### src/rtl/bridge_pkg.sv
// Shared definitions for the IO bridge device side: default word addresses,
// CTRL register bit layout, timer mode encodings, timer FSM states and a
// byte-enable merge helper used by every writable register.
package bridge_pkg;

  localparam logic [11:0] TIMER_BASE_DEF = 12'hFC0;
  localparam logic [11:0] LED_ADDR_DEF   = 12'hFC4;
  localparam logic [11:0] SW_ADDR_DEF    = 12'hFC5;

  localparam int CTRL_EN      = 0;
  localparam int CTRL_MODE_LO = 1;
  localparam int CTRL_MODE_HI = 2;
  localparam int CTRL_IM      = 3;

  localparam logic [1:0] MODE_ONESHOT = 2'b00;
  localparam logic [1:0] MODE_AUTO    = 2'b01;

  typedef enum logic [1:0] {
    IDLE = 2'd0,
    LOAD = 2'd1,
    CNT  = 2'd2,
    INT  = 2'd3
  } timer_state_t;

  // Replace only the byte lanes whose enable is set.
  function automatic logic [31:0] be_merge(input logic [31:0] old_val,
                                           input logic [31:0] wdata,
                                           input logic [3:0]  be);
    logic [31:0] r;
    r = old_val;
    for (int i = 0; i < 4; i++) begin
      if (be[i]) r[8*i +: 8] = wdata[8*i +: 8];
    end
    return r;
  endfunction

endpackage

### src/rtl/io_bridge_timer_timer_core.sv
// Programmable countdown timer: CTRL/PRESET/COUNT registers, the timer FSM
// and the interrupt-pending flag.
// Ports:
//   clk, rst             clock, async active-high reset
//   we_ctrl, we_preset   decoded single-register write strobes
//   be, wd               byte enables and lane-aligned write data
//   ctrl, preset, count  register values for readback (ctrl[31:4] = 0)
//   irq                  irq_pending gated by CTRL.IM
module timer_core
  import bridge_pkg::*;
(
  input  logic        clk,
  input  logic        rst,
  input  logic        we_ctrl,
  input  logic        we_preset,
  input  logic [3:0]  be,
  input  logic [31:0] wd,
  output logic [31:0] ctrl,
  output logic [31:0] preset,
  output logic [31:0] count,
  output logic        irq
);

  logic [3:0]   ctrl_q;
  logic [31:0]  preset_q;
  logic [31:0]  count_q;
  logic [31:0]  count_nxt;
  logic         irq_pending;
  logic         en;
  logic         auto_mode;
  timer_state_t state;
  timer_state_t state_nxt;

  assign en        = ctrl_q[CTRL_EN];
  // MODE 1x behaves as one-shot, so only the exact auto encoding reloads.
  assign auto_mode = (ctrl_q[CTRL_MODE_HI:CTRL_MODE_LO] == MODE_AUTO);

  always_comb begin
    state_nxt = state;
    count_nxt = count_q;
    case (state)
      IDLE: if (en) state_nxt = LOAD;
      LOAD: begin
        if (!en) begin
          state_nxt = IDLE;
        end else begin
          count_nxt = preset_q;
          state_nxt = CNT;
        end
      end
      CNT: begin
        if (!en) begin
          state_nxt = IDLE;
        end else if (count_q > 32'd1) begin
          count_nxt = count_q - 32'd1;
        end else begin
          count_nxt = 32'd0;
          state_nxt = INT;
        end
      end
      INT: begin
        if (!en || !auto_mode) state_nxt = IDLE;
        else                   state_nxt = LOAD;
      end
      default: state_nxt = IDLE;
    endcase
  end

  always_ff @(posedge clk or posedge rst) begin
    if (rst) begin
      state       <= IDLE;
      ctrl_q      <= 4'd0;
      preset_q    <= 32'd0;
      count_q     <= 32'd0;
      irq_pending <= 1'b0;
    end else begin
      state   <= state_nxt;
      count_q <= count_nxt;

      if (we_preset) preset_q <= be_merge(preset_q, wd, be);

      // A CPU write to CTRL overrides the one-shot EN clear in INT.
      if (we_ctrl) begin
        if (be[0]) ctrl_q <= wd[3:0];
      end else if (state == INT && !auto_mode) begin
        ctrl_q[CTRL_EN] <= 1'b0;
      end

      // Any CTRL write acknowledges; auto-reload self-clears after one cycle.
      if (we_ctrl)            irq_pending <= 1'b0;
      else if (state == INT)  irq_pending <= 1'b1;
      else if (auto_mode)     irq_pending <= 1'b0;
    end
  end

  assign ctrl   = {28'd0, ctrl_q};
  assign preset = preset_q;
  assign count  = count_q;
  assign irq    = irq_pending & ctrl_q[CTRL_IM];

endmodule

### src/rtl/io_bridge_timer.sv
// Device-side responder of the processor-to-peripheral bridge. Decodes the
// IO-region word address onto the timer, a LED output register and a switch
// input register, and returns registered read data one cycle after PrAddr.
// Ports:
//   clk, rst   clock, async active-high reset
//   IOWrite    write strobe for the IO region
//   PrAddr     word address (byte address bits 13:2)
//   PrWD/PrBE  lane-shifted write data and byte enables
//   PrRD       registered read data
//   IRQ        timer interrupt request (level)
//   sw_in      external switch levels
//   led_out    LED register contents
module io_bridge_timer
  import bridge_pkg::*;
#(
  parameter logic [11:0] TIMER_BASE = TIMER_BASE_DEF,
  parameter logic [11:0] LED_ADDR   = LED_ADDR_DEF,
  parameter logic [11:0] SW_ADDR    = SW_ADDR_DEF
) (
  input  logic        clk,
  input  logic        rst,
  input  logic        IOWrite,
  input  logic [11:0] PrAddr,
  input  logic [31:0] PrWD,
  input  logic [3:0]  PrBE,
  output logic [31:0] PrRD,
  output logic        IRQ,
  input  logic [31:0] sw_in,
  output logic [31:0] led_out
);

  localparam logic [11:0] PRESET_ADDR = TIMER_BASE + 12'd1;
  localparam logic [11:0] COUNT_ADDR  = TIMER_BASE + 12'd2;

  logic        we_ctrl;
  logic        we_preset;
  logic        we_led;
  logic [31:0] ctrl;
  logic [31:0] preset;
  logic [31:0] count;
  logic [31:0] led_q;
  logic [31:0] sw_q;
  logic [31:0] rd_nxt;

  // COUNT and the switch register have no write strobe.
  assign we_ctrl   = IOWrite && (PrAddr == TIMER_BASE);
  assign we_preset = IOWrite && (PrAddr == PRESET_ADDR);
  assign we_led    = IOWrite && (PrAddr == LED_ADDR);

  timer_core u_timer (
    .clk       (clk),
    .rst       (rst),
    .we_ctrl   (we_ctrl),
    .we_preset (we_preset),
    .be        (PrBE),
    .wd        (PrWD),
    .ctrl      (ctrl),
    .preset    (preset),
    .count     (count),
    .irq       (IRQ)
  );

  // Mux sees pre-edge register values, so a same-cycle write reads old data.
  always_comb begin
    rd_nxt = 32'd0;
    if      (PrAddr == TIMER_BASE)  rd_nxt = ctrl;
    else if (PrAddr == PRESET_ADDR) rd_nxt = preset;
    else if (PrAddr == COUNT_ADDR)  rd_nxt = count;
    else if (PrAddr == LED_ADDR)    rd_nxt = led_q;
    else if (PrAddr == SW_ADDR)     rd_nxt = sw_q;
  end

  always_ff @(posedge clk or posedge rst) begin
    if (rst) begin
      led_q <= 32'd0;
      sw_q  <= 32'd0;
      PrRD  <= 32'd0;
    end else begin
      if (we_led) led_q <= be_merge(led_q, PrWD, PrBE);
      sw_q <= sw_in;
      PrRD <= rd_nxt;
    end
  end

  assign led_out = led_q;

endmodule

### config.mk
export PLATFORM = sky130hd
export DESIGN_NAME = io_bridge_timer
export DESIGN_NICKNAME = d
export VERILOG_FILES = /design/src/rtl/bridge_pkg.sv /design/src/rtl/io_bridge_timer_timer_core.sv /design/src/rtl/io_bridge_timer.sv
export SDC_FILE = /design/constraint.sdc
export NUM_CORES = 1
export LEC_CHECK = 0
export ABC_AREA = 1
export BUFFER_PORTS_ARGS = -buffer_cell sky130_fd_sc_hd__clkbuf_2
export CAP_MARGIN = 20
export CORE_ASPECT_RATIO = 1.75
export CORE_MARGIN = 2
export CORE_UTILIZATION = 45
export CTS_BUF_LIST = sky130_fd_sc_hd__clkbuf_16
export DETAILED_ROUTE_END_ITERATION = 10
export HOLD_SLACK_MARGIN = 0.15
export PLACE_DENSITY_LB_ADDON = 0.15
export SLEW_MARGIN = 30
export SYNTH_ARGS = -nofsm -noshare
export SYNTH_HDL_FRONTEND = slang
export SYNTH_HIERARCHICAL = 1
export SYNTH_SLANG_ARGS = --single-unit
### constraint.sdc
create_clock -name clk -period 2.5 [get_ports clk]
set_input_delay 0.25 -clock clk [delete_from_list [all_inputs] [get_ports clk]]
set_output_delay 0.25 -clock clk [all_outputs]
set_load 0.02 [all_outputs]
==> run metrics, run 1 <==
RSZ-0062 raised after global routing no; CTS tree yes; die area 20600 um2; clk sinks 167; GRT Resource Usage Total 25.7%; CP required 2860 ps; RD Place Congestion 0.922; final setup margin 504 ps; Vias/cell 5.15; vias in the first global route 8026; WL met2 13.7 mm; layout net count 1387; initial cell density of the core 45.7%; Async S/R FF share, synth 100%; Worst Skew 9.55 ps; fill count 1822; post-synthesis to final-layout area growth 24.4%; worst vdd ir 0.000423 V; antenna violations before repair 0; hpwl dp 17.4 mm; largest fanout on the critical path 33; Port Buffer Count 147; worst hold path type in2reg; Worst EP arrival 2350 ps; clock-pin slew on the worst setup and hold paths 70 ps; predominant post-synthesis flop cell dfrtp_1; Period Utilization, post-route 79.8%; Pleak 0.00604 uW; Pwr Density 527 nW/um2; setup_tns 0 ps; DRC violations left 0; DIE HEIGHT 188 um; Routed WL per cell 16.2 um; post-synthesis sequential area ratio 47.9%; GRT overflow 0; Setup Fix Bufs, Post-CTS 0; Final setup viols 0; Yosys reg bits 167; status complete, no violations; Max Slew Vio Count 0; post-cts sizing count 0; number of max-cap violations 0; CTS Buffer Depth 2; placeable core area 19100 um2; first-pass GRT wire length 40.2 mm; Rows 67; CP Launch Type flip-flop; Clk Latency, worst-skew pair 440 ps; cell count after synthesis 1106; Post-Synthesis Mean Instance Area 7.89 um2; final core utilization 56.8%; Die W 109 um; Fin. Hold Viols 0; Tmin final 2000 ps; DRT Pass-1 Iters 5; Ys Warns 6; DP Worst Slack 422 ps; Met1 Wirelength 9.49 mm; Crit. End Element flip-flop; Synth Cell Area 8730 um2; n_diodes 0; Placed Cells 1459; Crit Path Category reg2reg; Slew HR 54.1%; share of layout cells above drive strength 1 20.6%; DR WL met3 973 um; largest net degree at the start of global routing 97; Top Metal Used met4; Yosys cell types 35; Detail Route Antenna Nets 0; Max Freq 0.501 GHz; vias 8004; # IOs 148; cts bufs inserted 17; number of synthesized flops with an enable pin 0; htree depth 4; Least-Margin Pin Slew 688 ps; routed wire length 25.1 mm; Finished Layout Cells 1555; drt first-iter violations 382; CTS root buf clkbuf_16
-- metrics by stage --
stage	hold slack (ps)	instance area, um2	power [uW]
floorplan	281	8830	2900
global placement	360	9600	2990
detailed placement	360	9600	3000
CTS	195	10900	5770
global route	215	10900	5920
finish	203	10900	5720
-- synthesized netlist by cell type (2+ instances only) --
cell,number,area share [%]
nor2_1,158,6.8
buf_2,12,0.69
nor3_4,2,0.37
nand2_2,6,0.43
nand4_1,38,2.7
nand3_2,3,0.34
xor2_1,3,0.30
nor2_8,2,0.46
nor2_2,10,0.72
dfrtp_1,167,48
buf_1,5,0.22
inv_2,4,0.17
nor2_4,5,0.65
nand2_1,310,13
ha_1,2,0.29
o21ai_0,40,2.3
xnor2_1,6,0.60
nand3_1,94,5.4
clkbuf_1,28,1.2
inv_1,55,2.4
nand2_4,3,0.39
a21oi_1,66,3.8
buf_6,3,0.39
o21ai_1,5,0.29
buf_4,32,2.8
o21bai_1,8,0.69
or2_2,4,0.29
mux2_2,28,3.6
-- sequential cells by signal, indices dropped and copies added, names as in the netlist --
name	count
u_timer/ctrl_q	4
u_timer/irq_pending	1
sw_q	32
led_out	32
u_timer/preset	32
PrRD	32
u_timer/state	2
u_timer/count	32
-- cells by family (layout without fill, tap and decap cells) --
group | count (synthesis) | in the layout | share of synthesized area [%]
compound gates | 123 | 123 | 7.48
other cells | 1 | 28 | 0.0430
flops | 167 | 167 | 47.9
fa+ha+maj | 2 | 2 | 0.287
mux | 28 | 28 | 3.61
simple gates | 636 | 636 | 31.9
buf+inv | 140 | 321 | 7.83
xor+xnor | 9 | 9 | 0.903
-- layout by cell type (no fill, tap or decap), types with 28 or more instances in the layout --
cell,netlist,routed
nand4_1,38,38
nor2_1,158,155
o21ai_0,40,40
inv_1,55,53
dfrtp_1,167,167
a21oi_1,66,66
conb_1,1,28
clkbuf_2,0,147
mux2_2,28,28
nand3_1,94,94
nand2_1,310,310
dlygate4sd3_1,0,65
-- cell type report --
| cell class | count | area, um2 | area share, % |
|---|---|---|---|
| Sequential cell | 167 | 4180 | 38.5 |
| Multi-Input combinational cell | 826 | 3980 | 36.7 |
| Timing Repair Buffer | 230 | 1560 | 14.4 |
| Clock buffer | 17 | 425 | 3.92 |
| Tap cell | 241 | 302 | 2.78 |
| Inverter | 60 | 229 | 2.11 |
| Clock inverter | 14 | 176 | 1.63 |
-- power by group --
| group | internal (uW) | switching (uW) |
|---|---|---|
| registers | 2730 | 12.2 |
| clock network | 1570 | 1130 |
| logic | 131 | 148 |
| total | 4440 | 1290 |
-- worst max-delay path, stage by stage, from the launching register on --
cell and delay, ps:
dfrtp_1 390, inv_1 110, ha_1 310, nand2_4 130, nand2_2 60, nand3_2 90
nor2_4 50, nor2_8 390, nand3_1 180, a21oi_1 190
-- path summary, 6_finish.rpt --
check / start / to / slack [ps] / cells after the start
max in group asynchronous: rst / PrRD[31]$_DFF_PP0_ / 1600 / 4
worst min-delay path: PrBE[0] / led_out[4]$_DFFE_PP0P_ / 200 / 3
worst max-delay path: u_timer/count[0]$_DFFE_PP0P_ / u_timer/count[18]$_DFFE_PP0P_ / 500 / 9
worst max register to register: u_timer/count[0]$_DFFE_PP0P_ / u_timer/count[18]$_DFFE_PP0P_ / 500 / 9
worst min register to register: led_out[15]$_DFFE_PP0P_ / led_out[15]$_DFFE_PP0P_ / 500 / 2
min in group asynchronous: rst / u_timer/preset[18]$_DFFE_PP0P_ / 470 / 4
-- layer usage --
| layer | up-vias | track usage [%] |
|---|---|---|
| li1 | 3921 | - |
| met1 | 3814 | 28.1 |
| met2 | 210 | 46.5 |
| met3 | 59 | 4.84 |
| met4 | 0 | 12.4 |
| met5 | - | 0 |
-- repair_timing --
item	in CTS	in global routing
endpoints found under the hold margin	266	0
hold buffers	65	0
setup endpoints to repair	0	0
(Power assumes the default switching activity.)
==> run 2: changes to the inputs <==
Clock period 2.5 ns to 1.9 ns, I/O delays scaled along.
==> run metrics, run 2 (same netlist as run 1, synthesis figures left out) <==
largest net degree at the start of global routing 72 (-26%); RSZ-0062 raised after global routing no; CTS tree yes; Worst Skew 9.26 ps (-0.280 ps); # IOs 148 (unchanged); antenna violations before repair 0 (unchanged); final core utilization 58.7% (+1.9 points); Clk Latency, worst-skew pair 440 ps (about the same); WP buf/inv 2 (+1); DRT Pass-1 Iters 5 (unchanged); initial cell density of the core 45.7% (unchanged); first-pass GRT wire length 40.3 mm (+0.12%); largest fanout on the critical path 5 (-85%); CP max stage cell dfrtp_1; met3 Use GR 4.39% (-0.45 points); Vias/cell 5.08 (-1.2%); die area 20600 um2 (unchanged); Slew HR 59.6% (+5.5 points); CTS Buffer Depth 2 (unchanged); Routed WL per cell 15.8 um (-2.2%); GRT overflow 0 (unchanged); status complete, no violations; Max Slew Vio Count 0 (unchanged); cell mode on critical path nand2_1; number of max-cap violations 0 (unchanged); DP Worst Slack 44.2 ps (-377 ps); DRC violations left 0 (unchanged); post-cts sizing count 0 (unchanged); GR Layer Usage met1 27.2% (-0.89 points); Power, Total 7300 uW (+27%); hold buffer count at CTS 73 (+12%); drt first-iter violations 387 (+1.3%); Rows 67 (unchanged); Period Utilization, post-route 93.8% (+14 points); GRT Resource Usage Total 25.6% (-0.11 points); Fin. Hold Viols 0 (unchanged); Port Buffer Count 147 (unchanged); crit-path max cell delay 420 ps (+30 ps); CTS root buf clkbuf_16; cts bufs inserted 17 (unchanged); Tmin final 1780 ps (-214 ps); Worst EP arrival 2150 ps (-200 ps); Detail Route Antenna Nets 0 (unchanged); routed wire length 25.3 mm (+0.75%); RD Place Congestion 0.914 (-0.81%); critical path's top delay family simple AND/OR/NAND/NOR gates; final setup margin 118 ps (-386 ps); worst vdd ir 0.000637 V (+51%); Die W 109 um (unchanged); vias 8144 (+1.7%); Pleak 0.00623 uW (+3.1%); Least-Margin Pin Slew 606 ps (-82.5 ps); hpwl dp 18.3 mm (+5.3%); worst hold path type in2reg; post-synthesis to final-layout area growth 28.5%; Crit Path Category reg2reg; clock-pin slew on the worst setup and hold paths 60 ps (about the same); Hold Worst Slack 156 ps (-46.1 ps); most frequent cells in the layout nand2_1, dfrtp_1, nor2_1, clkbuf_2, nand3_1; setup_tns 0 ps (unchanged); M2 GR Usage 47.4% (+0.84 points); vias in the first global route 8081 (+0.69%); CP required 2260 ps (-600 ps); htree depth 4 (unchanged); Final setup viols 0 (unchanged); Crit. End Element flip-flop; n_diodes 0 (unchanged); clk sinks 167 (unchanged); Pwr Density 651 nW/um2 (+23%); layout net count 1433 (+3.3%); CP Launch Type flip-flop; DIE HEIGHT 188 um (unchanged); placeable core area 19100 um2 (unchanged); most common cell after layout, fill and taps aside nand2_1; CP cell instances inv_1 -> ha_1 -> nand3_2 -> inv_2 -> nand2_1 -> nor2_1 -> nand3_1 -> nand2_1 -> nand2_1 -> a21oi_1; Max Freq 0.561 GHz (+12%); share of layout cells above drive strength 1 22.8% (+2.2 points); Setup Fix Bufs, Post-CTS 0 (unchanged); grt peak-use layer met2
==> run 2: cell types whose count changed in the layout (fill, tap and decap cells not counted) <==
| cell | before | now |
|---|---|---|
| bufinv_16 | 3 | 1 |
| buf_12 | 3 | 6 |
| clkinv_4 | 3 | 2 |
| buf_4 | 15 | 50 |
| clkinvlp_4 | 4 | 7 |
| dlygate4sd3_1 | 65 | 73 |
| inv_8 | 1 | 0 |
| inv_6 | 2 | 3 |
| inv_2 | 5 | 4 |
| clkinv_2 | 1 | 3 |
==> run 2: cell type report <==
type                       instances  area [um2]
fill                            1814        7900
sequential                       167        4180
multi-input combinational        826        3980
timing repair buffer             276        1960
clock buffer                      17         425
tap                              241         302
inverter                          60         233
clock inverter                    15         130
==> run 2: worst min-delay path: stages <==
cell and delay (ps):
clkbuf_2 190, nand3_1 130, nand2_1 50
==> run 2: layer usage <==
metal	vias up	routed length, um
met4	0	1030
met2	254	13800
met3	69	1030
met1	3805	9430
li1	4016	-
met5	-	0
==> run 2: power breakdown <==
part           switching (uW)  internal, uW
Combinational             196           180
Clock                    1510          1800
Sequential               14.9          3590
Total                    1720          5580
==> run 2: worst paths after layout <==
path	start	to	slack [ps]	cells past startpoint
worst min-delay path	PrBE[0]	led_out[2]$_DFFE_PP0P_	160	3
worst min register to register	led_out[12]$_DFFE_PP0P_	led_out[12]$_DFFE_PP0P_	510	2
worst max-delay path	u_timer/count[1]$_DFFE_PP0P_	u_timer/count[30]$_DFFE_PP0P_	120	10
max in group asynchronous	rst	led_out[28]$_DFFE_PP0P_	1090	4
worst max register to register	u_timer/count[1]$_DFFE_PP0P_	u_timer/count[30]$_DFFE_PP0P_	120	10
min in group asynchronous	rst	PrRD[14]$_DFF_PP0_	430	4
==> run 2: per-stage QoR <==
stage | cells | instance area [um2]
2_1_floorplan | 1133 | 8840
3_3_place_gp | 1497 | 9930
3_5_place_dp | 1497 | 9930
4_1_cts | 1602 | 11200
5_1_grt | 1602 | 11200
6_report | 1602 | 11200
